### config.mk
export PLATFORM = sky130hd
export DESIGN_NAME = cic_decim_hpf
export DESIGN_NICKNAME = d
export VERILOG_FILES = /design/src/rtl/cic_pkg.sv /design/src/rtl/sample_fifo.sv /design/src/rtl/cic_decim_hpf.sv
export SDC_FILE = /design/constraint.sdc
export NUM_CORES = 1
export LEC_CHECK = 0
export ABC_AREA = 1
export CORE_MARGIN = 10
export CORE_UTILIZATION = 55
export DETAILED_ROUTE_END_ITERATION = 16
export GPL_TIMING_DRIVEN = 0
export HOLD_SLACK_MARGIN = 0.02
export PLACE_DENSITY = 0.77
export SLEW_MARGIN = 20
export SYNTH_ARGS = -nofsm -noshare
export SYNTH_HDL_FRONTEND = slang
export SYNTH_SLANG_ARGS = --single-unit
### constraint.sdc
create_clock -name clk -period 4.1 [get_ports clk]
set_input_delay 0.41 -clock clk [delete_from_list [all_inputs] [get_ports clk]]
set_output_delay 0.41 -clock clk [all_outputs]
set_load 0.005 [all_outputs]
### src/rtl/cic_pkg.sv
// Shared widths for the CIC datapath and its post-decimation stages.
package cic_pkg;

  localparam int CIC_W         = 12;
  localparam int ACC_W         = 20;
  localparam int OUT_W         = 16;
  localparam int DECIM_DEFAULT = 32;

  localparam int FRAC_W = ACC_W - OUT_W;
  localparam int CALC_W = ACC_W + 2;

  // Clamp a wide intermediate to the ACC_W signed range.
  function automatic logic signed [ACC_W-1:0] sat_acc(input logic signed [CALC_W-1:0] v);
    logic [CALC_W-ACC_W:0] top;
    top = v[CALC_W-1:ACC_W-1];
    if ((&top) || (~|top)) begin
      return v[ACC_W-1:0];
    end else if (v[CALC_W-1]) begin
      return {1'b1, {(ACC_W-1){1'b0}}};
    end else begin
      return {1'b0, {(ACC_W-1){1'b1}}};
    end
  endfunction

endpackage

### src/rtl/sample_fifo.sv
// Small first-word-fall-through FIFO; a push into a full FIFO is taken only
// when a pop frees a slot on the same edge.
module sample_fifo #(
  parameter int WIDTH = 16,
  parameter int DEPTH = 4
) (
  input  logic             clk,
  input  logic             rst,
  input  logic             push,
  input  logic             pop,
  input  logic [WIDTH-1:0] wdata,
  output logic [WIDTH-1:0] rdata,
  output logic             full,
  output logic             empty
);

  localparam int AW = $clog2(DEPTH);

  logic [WIDTH-1:0] mem [DEPTH];
  logic [AW:0]      wr_ptr_reg;
  logic [AW:0]      rd_ptr_reg;
  logic             do_push;
  logic             do_pop;

  assign empty   = (wr_ptr_reg == rd_ptr_reg);
  assign full    = (wr_ptr_reg[AW] != rd_ptr_reg[AW]) &&
                   (wr_ptr_reg[AW-1:0] == rd_ptr_reg[AW-1:0]);
  assign do_pop  = pop && !empty;
  assign do_push = push && (!full || do_pop);

  always_ff @(posedge clk) begin
    if (rst) begin
      wr_ptr_reg <= '0;
      rd_ptr_reg <= '0;
    end else begin
      if (do_push) wr_ptr_reg <= wr_ptr_reg + (AW+1)'(1);
      if (do_pop)  rd_ptr_reg <= rd_ptr_reg + (AW+1)'(1);
    end
  end

  always_ff @(posedge clk) begin
    if (do_push) mem[wr_ptr_reg[AW-1:0]] <= wdata;
  end

  // Head is forced to zero when empty so stale entries never leak out.
  assign rdata = empty ? '0 : mem[rd_ptr_reg[AW-1:0]];

endmodule

### src/rtl/cic_decim_hpf.sv
// Decimation stage behind a CIC moving sum: picks one sample per DECIM strobes,
// optionally removes DC with a one-pole blocker, and queues results for a consumer.
module cic_decim_hpf
  import cic_pkg::*;
#(
  parameter int DECIM      = DECIM_DEFAULT,
  parameter int HPF_K      = 6,
  parameter int FIFO_DEPTH = 4
) (
  input  logic                    clk,
  input  logic                    rst,
  input  logic                    we,
  input  logic signed [CIC_W-1:0] data_in,
  input  logic                    hpf_en,
  input  logic                    ovf_clr,
  output logic signed [OUT_W-1:0] out_data,
  output logic                    out_valid,
  input  logic                    out_ready,
  output logic                    overflow
);

  localparam int CNT_W = (DECIM > 1) ? $clog2(DECIM) : 1;

  logic [CNT_W-1:0]        cnt_reg;
  logic signed [CIC_W-1:0] x_reg;
  logic                    dec_stb_reg;
  logic signed [ACC_W-1:0] xs_prev_reg;
  logic signed [ACC_W-1:0] y_prev_reg;
  logic                    overflow_reg;

  logic signed [ACC_W-1:0]  xs;
  logic signed [CALC_W-1:0] xs_w;
  logic signed [CALC_W-1:0] xs_prev_w;
  logic signed [CALC_W-1:0] y_prev_w;
  logic signed [CALC_W-1:0] y_leak_w;
  logic signed [CALC_W-1:0] y_calc;
  logic signed [ACC_W-1:0]  y_next;

  logic             fifo_full;
  logic             fifo_empty;
  logic             drop;
  logic [OUT_W-1:0] fifo_rdata;

  always_ff @(posedge clk) begin
    if (rst) begin
      cnt_reg     <= '0;
      x_reg       <= '0;
      dec_stb_reg <= 1'b0;
    end else begin
      dec_stb_reg <= 1'b0;
      if (we) begin
        if (cnt_reg == CNT_W'(DECIM - 1)) begin
          cnt_reg     <= '0;
          x_reg       <= data_in;
          dec_stb_reg <= 1'b1;
        end else begin
          cnt_reg <= cnt_reg + CNT_W'(1);
        end
      end
    end
  end

  assign xs = {{(ACC_W-CIC_W-FRAC_W){x_reg[CIC_W-1]}}, x_reg, {FRAC_W{1'b0}}};

  always_comb begin
    xs_w      = xs;
    xs_prev_w = xs_prev_reg;
    y_prev_w  = y_prev_reg;
    y_leak_w  = y_prev_w >>> HPF_K;
    y_calc    = xs_w - xs_prev_w + y_prev_w - y_leak_w;
    y_next    = hpf_en ? sat_acc(y_calc) : xs;
  end

  // History tracks even in bypass, so switching the blocker on is glitch-free.
  always_ff @(posedge clk) begin
    if (rst) begin
      xs_prev_reg <= '0;
      y_prev_reg  <= '0;
    end else if (dec_stb_reg) begin
      xs_prev_reg <= xs;
      y_prev_reg  <= y_next;
    end
  end

  sample_fifo #(
    .WIDTH (OUT_W),
    .DEPTH (FIFO_DEPTH)
  ) u_fifo (
    .clk   (clk),
    .rst   (rst),
    .push  (dec_stb_reg),
    .pop   (out_ready),
    .wdata (y_next[ACC_W-1:FRAC_W]),
    .rdata (fifo_rdata),
    .full  (fifo_full),
    .empty (fifo_empty)
  );

  assign drop = dec_stb_reg && fifo_full && !(out_ready && !fifo_empty);

  always_ff @(posedge clk) begin
    if (rst) begin
      overflow_reg <= 1'b0;
    end else if (drop) begin
      overflow_reg <= 1'b1;
    end else if (ovf_clr) begin
      overflow_reg <= 1'b0;
    end
  end

  assign out_valid = !fifo_empty;
  assign out_data  = fifo_rdata;
  assign overflow  = overflow_reg;

endmodule

==> flow_metrics.env, run 1 <==
export IMPL_status="completed"
export IMPL_drc=0
export IMPL_path_cells="fa_1 -> inv_1 -> fa_1 -> ha_1 -> a21oi_1 -> o21ai_0 -> a21oi_1 -> nand3_1 -> nand2_1 -> nand2_2 -> a21oi_4 -> buf_6 -> nand2_1 -> nand2_1 -> inv_1"
export IMPL_crit_path_end_kind="register"
export IMPL_fmax_ghz=0.262
export IMPL_vias_per_cell=5.25
export IMPL_synth_area_mm2=0.00695
export IMPL_syn_avg_cell_area_um2=8.63
export IMPL_rsz0062_at_grt="no"
export IMPL_cts_tree="built"
export IMPL_post_route_period_util=0.932
export IMPL_fp_dieH_um=132
export IMPL_routedWlPerCell_um=15.4
export IMPL_ys_warn_count=0
export IMPL_worst_ep_arrival_time_ps=3970
export IMPL_hold_class="reg2reg"
export IMPL_comb_power_share=0.025
export IMPL_gp_congestion=0.919
export IMPL_synthArstFlopShare=0
export IMPL_cpPeakStageDelay_ps=540
export IMPL_ys_types=34
export IMPL_die_x_um=132
export IMPL_cts_inserted_buffers=17
export IMPL_finalHoldViolations=0
export IMPL_setup_tns_final_ps=0
export IMPL_cp_top_family="adder cells"
export IMPL_place_port_buffers=34
export IMPL_crit_slowest_cell="fa_1"
export IMPL_switching_share=0.203
export IMPL_postRouteAntennaNets=0
export IMPL_skew_ps=12.0
export IMPL_diodes=0
export IMPL_fin_nets=940
export IMPL_synth_fp_nets=883
export IMPL_root_buffer="clkbuf_16"
export IMPL_synth_seq_cells=123
export IMPL_cp_common_cell="nand2_1"
export IMPL_synthCells=805
export IMPL_synth_top_area_frac=0.277
export IMPL_ctsHtreeMaxLevel=4
export IMPL_largest_reg_flops=64
export IMPL_grt_pass1_wl_um=26800
export IMPL_p_int_uw=2260
export IMPL_synth_most_common_cell="nand2_1"
export IMPL_syn_to_final_growth_pct=17.3
export IMPL_ir_drop_uv=224
export IMPL_io_pins=36
export IMPL_nFillCells=1022
export IMPL_grt_total_usage=0.188
export IMPL_core_area_mm2=0.0125
export IMPL_num_rows=41
export IMPL_p_total_uw=2840
export IMPL_wirelength_um=16100
export IMPL_min_from="overflow$_SDFFE_PP0P_"
export IMPL_worst_path_buf_inv=3
export IMPL_power_frac_seq=0.458
export IMPL_synth_area_leader_cell="edfxtp_1"
export IMPL_vias=5492
export IMPL_drv_slew=0
export IMPL_hold_ws_ps=473
export IMPL_p_switching_uw=577
export IMPL_fin_crit_ps=3820
export IMPL_grt_max_degree=17
export IMPL_synth_top_cells_by_area="edfxtp_1, dfxtp_1, nand2_1"
export IMPL_cts_sinks=123
export IMPL_tightest_slew_ps=821
export IMPL_clockBufferDepth=2
export IMPL_drive_above_1_share=0.0800
export IMPL_post_place_ws_ps=234
export IMPL_crit_start="x_reg[11]$_SDFFE_PP0P_"
export IMPL_timing_final_ws_setup_ps=279
export IMPL_clk_latency_ps=420
export IMPL_required_ps=4250
export IMPL_clkPwrFrac=0.517
export IMPL_synth_common_cells="nand2_1, inv_1, nor2_1"
export IMPL_power_density_mw_per_mm2=348
export IMPL_crit_type="reg2reg"
export IMPL_clk_pin_slew_ps=50
export IMPL_drt_iter0_markers=474
export IMPL_grt_pass1_vias=5340
export IMPL_grt_ovfl_total=0
export IMPL_synthFlopType="edfxtp_1"
export IMPL_p_leak_uw=0.00360
export IMPL_antenna_found_initial=0
export IMPL_drt_pre_antenna_iters=5
export IMPL_relSlewSlack=0.453
export IMPL_max_cap_violations=0
export IMPL_cp_start_kind="register"
export IMPL_post_cts_buffers=0
export IMPL_hpwl_um=12100
export IMPL_finalSetupViolations=0
export IMPL_start_util=0.555
export IMPL_cp_max_fo=10
export IMPL_ys_seq_area_frac=0.446
export IMPL_dieArea_mm2=0.0175
export IMPL_r2r_start="x_reg[11]$_SDFFE_PP0P_"
export IMPL_synth_edf_count=64
==> per-layer routing <==
layer | GRT usage | up-vias | routed length, µm
met5 | 0 | - | 0
met1 | 0.229 | 2581 | 6940
li1 | - | 2729 | -
met3 | 0.0454 | 22 | 914
met2 | 0.321 | 160 | 7960
met4 | 0.0593 | 0 | 323
==> power by group through the flow <==
stage | registers [µW] | clock network [µW] | logic (µW)
after CTS | 1300 | 1470 | 71.4
after global routing | 1300 | 1530 | 79.4
after detailed placement | 1320 | 0 | 70.8
final | 1300 | 1470 | 72.3
after global placement | 1320 | 0 | 69.2
after floorplan | 1320 | 0 | 35.1
==> timing repair <==
action                                  in CTS  in global routing
endpoints found under the hold margin        0                  0
hold buffers                                 0                  0
gates resized for setup                      0                  1
endpoints found under the setup margin       0                 45
==> per-stage QoR <==
step / utilization / instances / area, µm²
2_1_floorplan: - / 805 / 6950
3_3_place_gp: 0.600 / 1011 / 7510
3_5_place_dp: 0.604 / 1015 / 7560
4_1_cts: 0.651 / 1047 / 8150
5_1_grt: 0.652 / 1047 / 8160
6_report: 0.652 / 1047 / 8160
==> cell families after synthesis <==
| logic type | synth area share |
|---|---|
| and+or+nand+nor | 0.180 |
| buffers and inverters | 0.0902 |
| AOI/OAI and AO/OA | 0.123 |
| DFF | 0.446 |
| adders and majority gates | 0.140 |
| xor gates and xnor gates | 0.0202 |
==> cell usage in the layout (no fill, tap or decap), types with 7 or more instances in the layout <==
cell,Yosys,layout
edfxtp_1,64,64
o32ai_1,16,16
xor2_1,9,9
clkdlybuf4s50_1,0,34
xnor2_1,7,7
fa_1,30,30
ha_1,30,30
nand2_2,8,8
nand3_1,17,17
nor2_1,72,68
inv_1,132,132
nor3_1,8,8
a21oi_1,58,58
nand2_1,172,172
clkbuf_1,23,24
clkbuf_16,0,17
dfxtp_1,59,58
nor2_2,4,8
o21ai_0,65,65
==> worst paths after layout <==
| kind | endpoint | slack, ps | cells past startpoint |
|---|---|---|---|
| max | u_fifo.mem[1][6]$_DFFE_PP_ | 280 | 15 |
| min | overflow$_SDFFE_PP0P_ | 470 | 2 |
| max reg2reg | u_fifo.mem[1][6]$_DFFE_PP_ | 280 | 15 |
| min reg2reg | overflow$_SDFFE_PP0P_ | 470 | 2 |
==> final cells by class <==
class                      count  area, µm²  share of cell area
sequential                   123       3100               0.381
tap                          172        215              0.0264
clock buffer                  21        470              0.0577
buffer                        27        128              0.0156
timing repair buffer          38        389              0.0477
clock inverter                11        119              0.0146
inverter                     133        499              0.0612
multi-input combinational    522       3230               0.396
==> worst register-to-register path: stages (launching register included) <==
cell,delay [ps]
dfxtp_2,380
fa_1,540
inv_1,120
fa_1,480
ha_1,380
a21oi_1,210
o21ai_0,170
a21oi_1,270
nand3_1,120
nand2_1,90
nand2_2,80
a21oi_4,210
buf_6,170
nand2_1,90
nand2_1,150
inv_1,100
(Power assumes the default switching activity.)
==> run 2, diff against run 1 <==
Settings changed: CAP_MARGIN set to 20.
==> results of run 2 <==
Same layout as run 1: the final DEF is identical, and so are final timing and power.
==> run 3, diff against run 2 <==
Settings changed: SKIP_CTS_REPAIR_TIMING set to 1, SYNTH_HIERARCHICAL set to 1.
==> flow_metrics.env, run 3 <==
export IMPL_cts_inserted_buffers=17
export IMPL_place_port_buffers=35
export IMPL_placed_cell_area_mm2=0.00776
export IMPL_status="completed"
export IMPL_holdPathEnd="overflow$_SDFFE_PP0P_"
export IMPL_setup_tns_final_ps=0
export IMPL_vias=5532
export IMPL_min_from="overflow$_SDFFE_PP0P_"
export IMPL_rrSetupSlack_ps=340
export IMPL_largest_reg_flops=64
export IMPL_synth_most_common_cell="nand2_1"
export IMPL_die_x_um=134
export IMPL_power_density_mw_per_mm2=337
export IMPL_drt_iter0_markers=429
export IMPL_synth_area_mm2=0.00715
export IMPL_antenna_found_initial=0
export IMPL_synth_edf_count=64
export IMPL_diodes=0
export IMPL_root_buffer="clkbuf_16"
export IMPL_synth_top_cells_by_area="edfxtp_1, dfxtp_1, nand2_1"
export IMPL_ctsHtreeMaxLevel=4
export IMPL_grt_total_usage=0.191
export IMPL_ir_drop_uv=181
export IMPL_io_pins=36
export IMPL_fin_area_mm2=0.00833
export IMPL_hold_class="reg2reg"
export IMPL_synth_top_area_frac=0.269
export IMPL_clk_latency_ps=420
export IMPL_ys_types=42
export IMPL_finalSetupViolations=0
export IMPL_synthFlopType="edfxtp_1"
export IMPL_fin_nets=951
export IMPL_finalHoldViolations=0
export IMPL_post_route_period_util=0.918
export IMPL_vias_per_cell=5.23
export IMPL_cp_max_fo=10
export IMPL_ys_warn_count=6
export IMPL_ys_seq_area_frac=0.434
export IMPL_wirelength_um=16400
export IMPL_grt_pass1_vias=5555
export IMPL_tightest_slew_ps=912
export IMPL_grt_ovfl_total=0
export IMPL_cp_start_kind="register"
export IMPL_p_leak_uw=0.00367
export IMPL_drv_slew=0
export IMPL_final_common_cell="nand2_1"
export IMPL_grt_max_degree=17
export IMPL_routedWlPerCell_um=15.5
export IMPL_gp_congestion=0.905
export IMPL_synthCells=816
export IMPL_crit_path_end_kind="register"
export IMPL_postRouteAntennaNets=0
export IMPL_crit_type="reg2reg"
export IMPL_rsz0062_at_grt="no"
export IMPL_clockBufferDepth=2
export IMPL_required_ps=4260
export IMPL_hpwl_um=12000
export IMPL_r2r_cells=15
export IMPL_drive_above_1_share=0.111
export IMPL_start_util=0.564
export IMPL_worst_ep_arrival_time_ps=3930
export IMPL_fin_crit_ps=3760
export IMPL_synth_area_leader_cell="edfxtp_1"
export IMPL_syn_to_final_growth_pct=16.5
export IMPL_core_area_mm2=0.0127
export IMPL_fp_dieH_um=134
export IMPL_max_cap_violations=0
export IMPL_synth_fp_nets=894
export IMPL_cts_tree="built"
export IMPL_relSlewSlack=0.391
export IMPL_drt_pre_antenna_iters=5
export IMPL_grt_pass1_wl_um=27400
export IMPL_syn_avg_cell_area_um2=8.76
export IMPL_synth_seq_cells=123
export IMPL_hold_ws_ps=468
export IMPL_synth_common_cells="nand2_1, inv_1, edfxtp_1"
export IMPL_layout_common_cells="nand2_1, inv_1, edfxtp_1"
export IMPL_skew_ps=10.9
export IMPL_drc=0
export IMPL_cts_sinks=123
export IMPL_fmax_ghz=0.266
export IMPL_clk_pin_slew_ps=60
export IMPL_hold_path_depth=2
export IMPL_num_rows=41
export IMPL_r2r_start="y_prev_reg[19]$_SDFFE_PP0P_"
export IMPL_rr_endpoint="u_fifo/mem[1][9]$_DFFE_PP_"
export IMPL_dieArea_mm2=0.0180
export IMPL_synthArstFlopShare=0
run 3: cell count changes in the layout (fill, tap and decap cells not counted), moves of 6 or more:
cell	delta
a21oi_1	-8
a21oi_2	+6
clkbuf_1	-13
inv_1	+6
mux2i_1	+16
nand2_1	+8
nand2_2	+7
nor2_1	-26
o22ai_1	+16
o32ai_1	-16
run 3: worst max-delay path by stage:
stage	start	endpoint	slack, ps	cells past startpoint
3_3_place_gp	x_reg[11]$_SDFFE_PP0P_	u_fifo/mem[0][7]$_DFFE_PP_	330	15
3_5_place_dp	x_reg[11]$_SDFFE_PP0P_	u_fifo/mem[0][7]$_DFFE_PP_	300	15
6_report	y_prev_reg[19]$_SDFFE_PP0P_	u_fifo/mem[1][9]$_DFFE_PP_	340	15
4_1_cts	x_reg[11]$_SDFFE_PP0P_	u_fifo/mem[1][9]$_DFFE_PP_	290	15
5_1_grt	y_prev_reg[19]$_SDFFE_PP0P_	u_fifo/mem[1][8]$_DFFE_PP_	50	15
2_1_floorplan	x_reg[11]$_SDFFE_PP0P_	u_fifo/mem[0][2]$_DFFE_PP_	830	16
run 3: cell families after synthesis:
| family | count (synthesis) | synth area share |
|---|---|---|
| adder cells (fa/ha/maj) | 60 | 0.136 |
| XOR/XNOR | 15 | 0.0194 |
| buffers and inverters | 171 | 0.101 |
| AND/OR/NAND/NOR | 288 | 0.176 |
| flip-flops | 123 | 0.434 |
| multiplexers | 16 | 0.0224 |
| AO/OA/AOI/OAI | 143 | 0.111 |
run 3: worst max-delay path, cell delays in order (launching register included):
cell and delay (ps):
dfxtp_1 430, fa_1 440, inv_1 210, fa_1 470
ha_1 370, a21oi_1 260, o21ai_0 130, a21oi_1 180
nand3_1 90, nand2_1 120, nand2_4 90, a21oi_4 230
buf_6 180, nand2_1 80, nand2_1 130, inv_1 90
run 3: power by group:
group          switching [µW]  total [µW]  internal, µW
clock network             591        1430           843
logic                    49.6        77.0          27.4
registers                2.04        1300          1300
total                     642        2810          2170
run 3: layer usage:
layer,GRT usage,share of wire,up-vias
li1,-,-,2738
met3,0.0411,0.059,35
met1,0.226,0.42,2576
met2,0.326,0.49,183
met5,0,0,-
met4,0.0834,0.029,0
run 3: layout make-up:
type | instances | area [µm²]
multi-input cells | 522 | 3330
plain buffers | 26 | 181
repair buffers | 38 | 384
clock buffers | 17 | 425
fillers | 1041 | 4340
clock inverters | 15 | 140
flip-flops and latches | 123 | 3100
inverters | 145 | 544
well taps | 172 | 215
run 3: stage by stage:
stage	worst slack, ps	power, µW	utilization	instances
final	337	2810	0.657	1058
after global routing	54.9	2880	0.657	1058
after CTS	291	2820	0.657	1058
after detailed placement	303	1400	0.613	1026
after global placement	329	1400	0.609	1023
after floorplan	828	1360	-	816
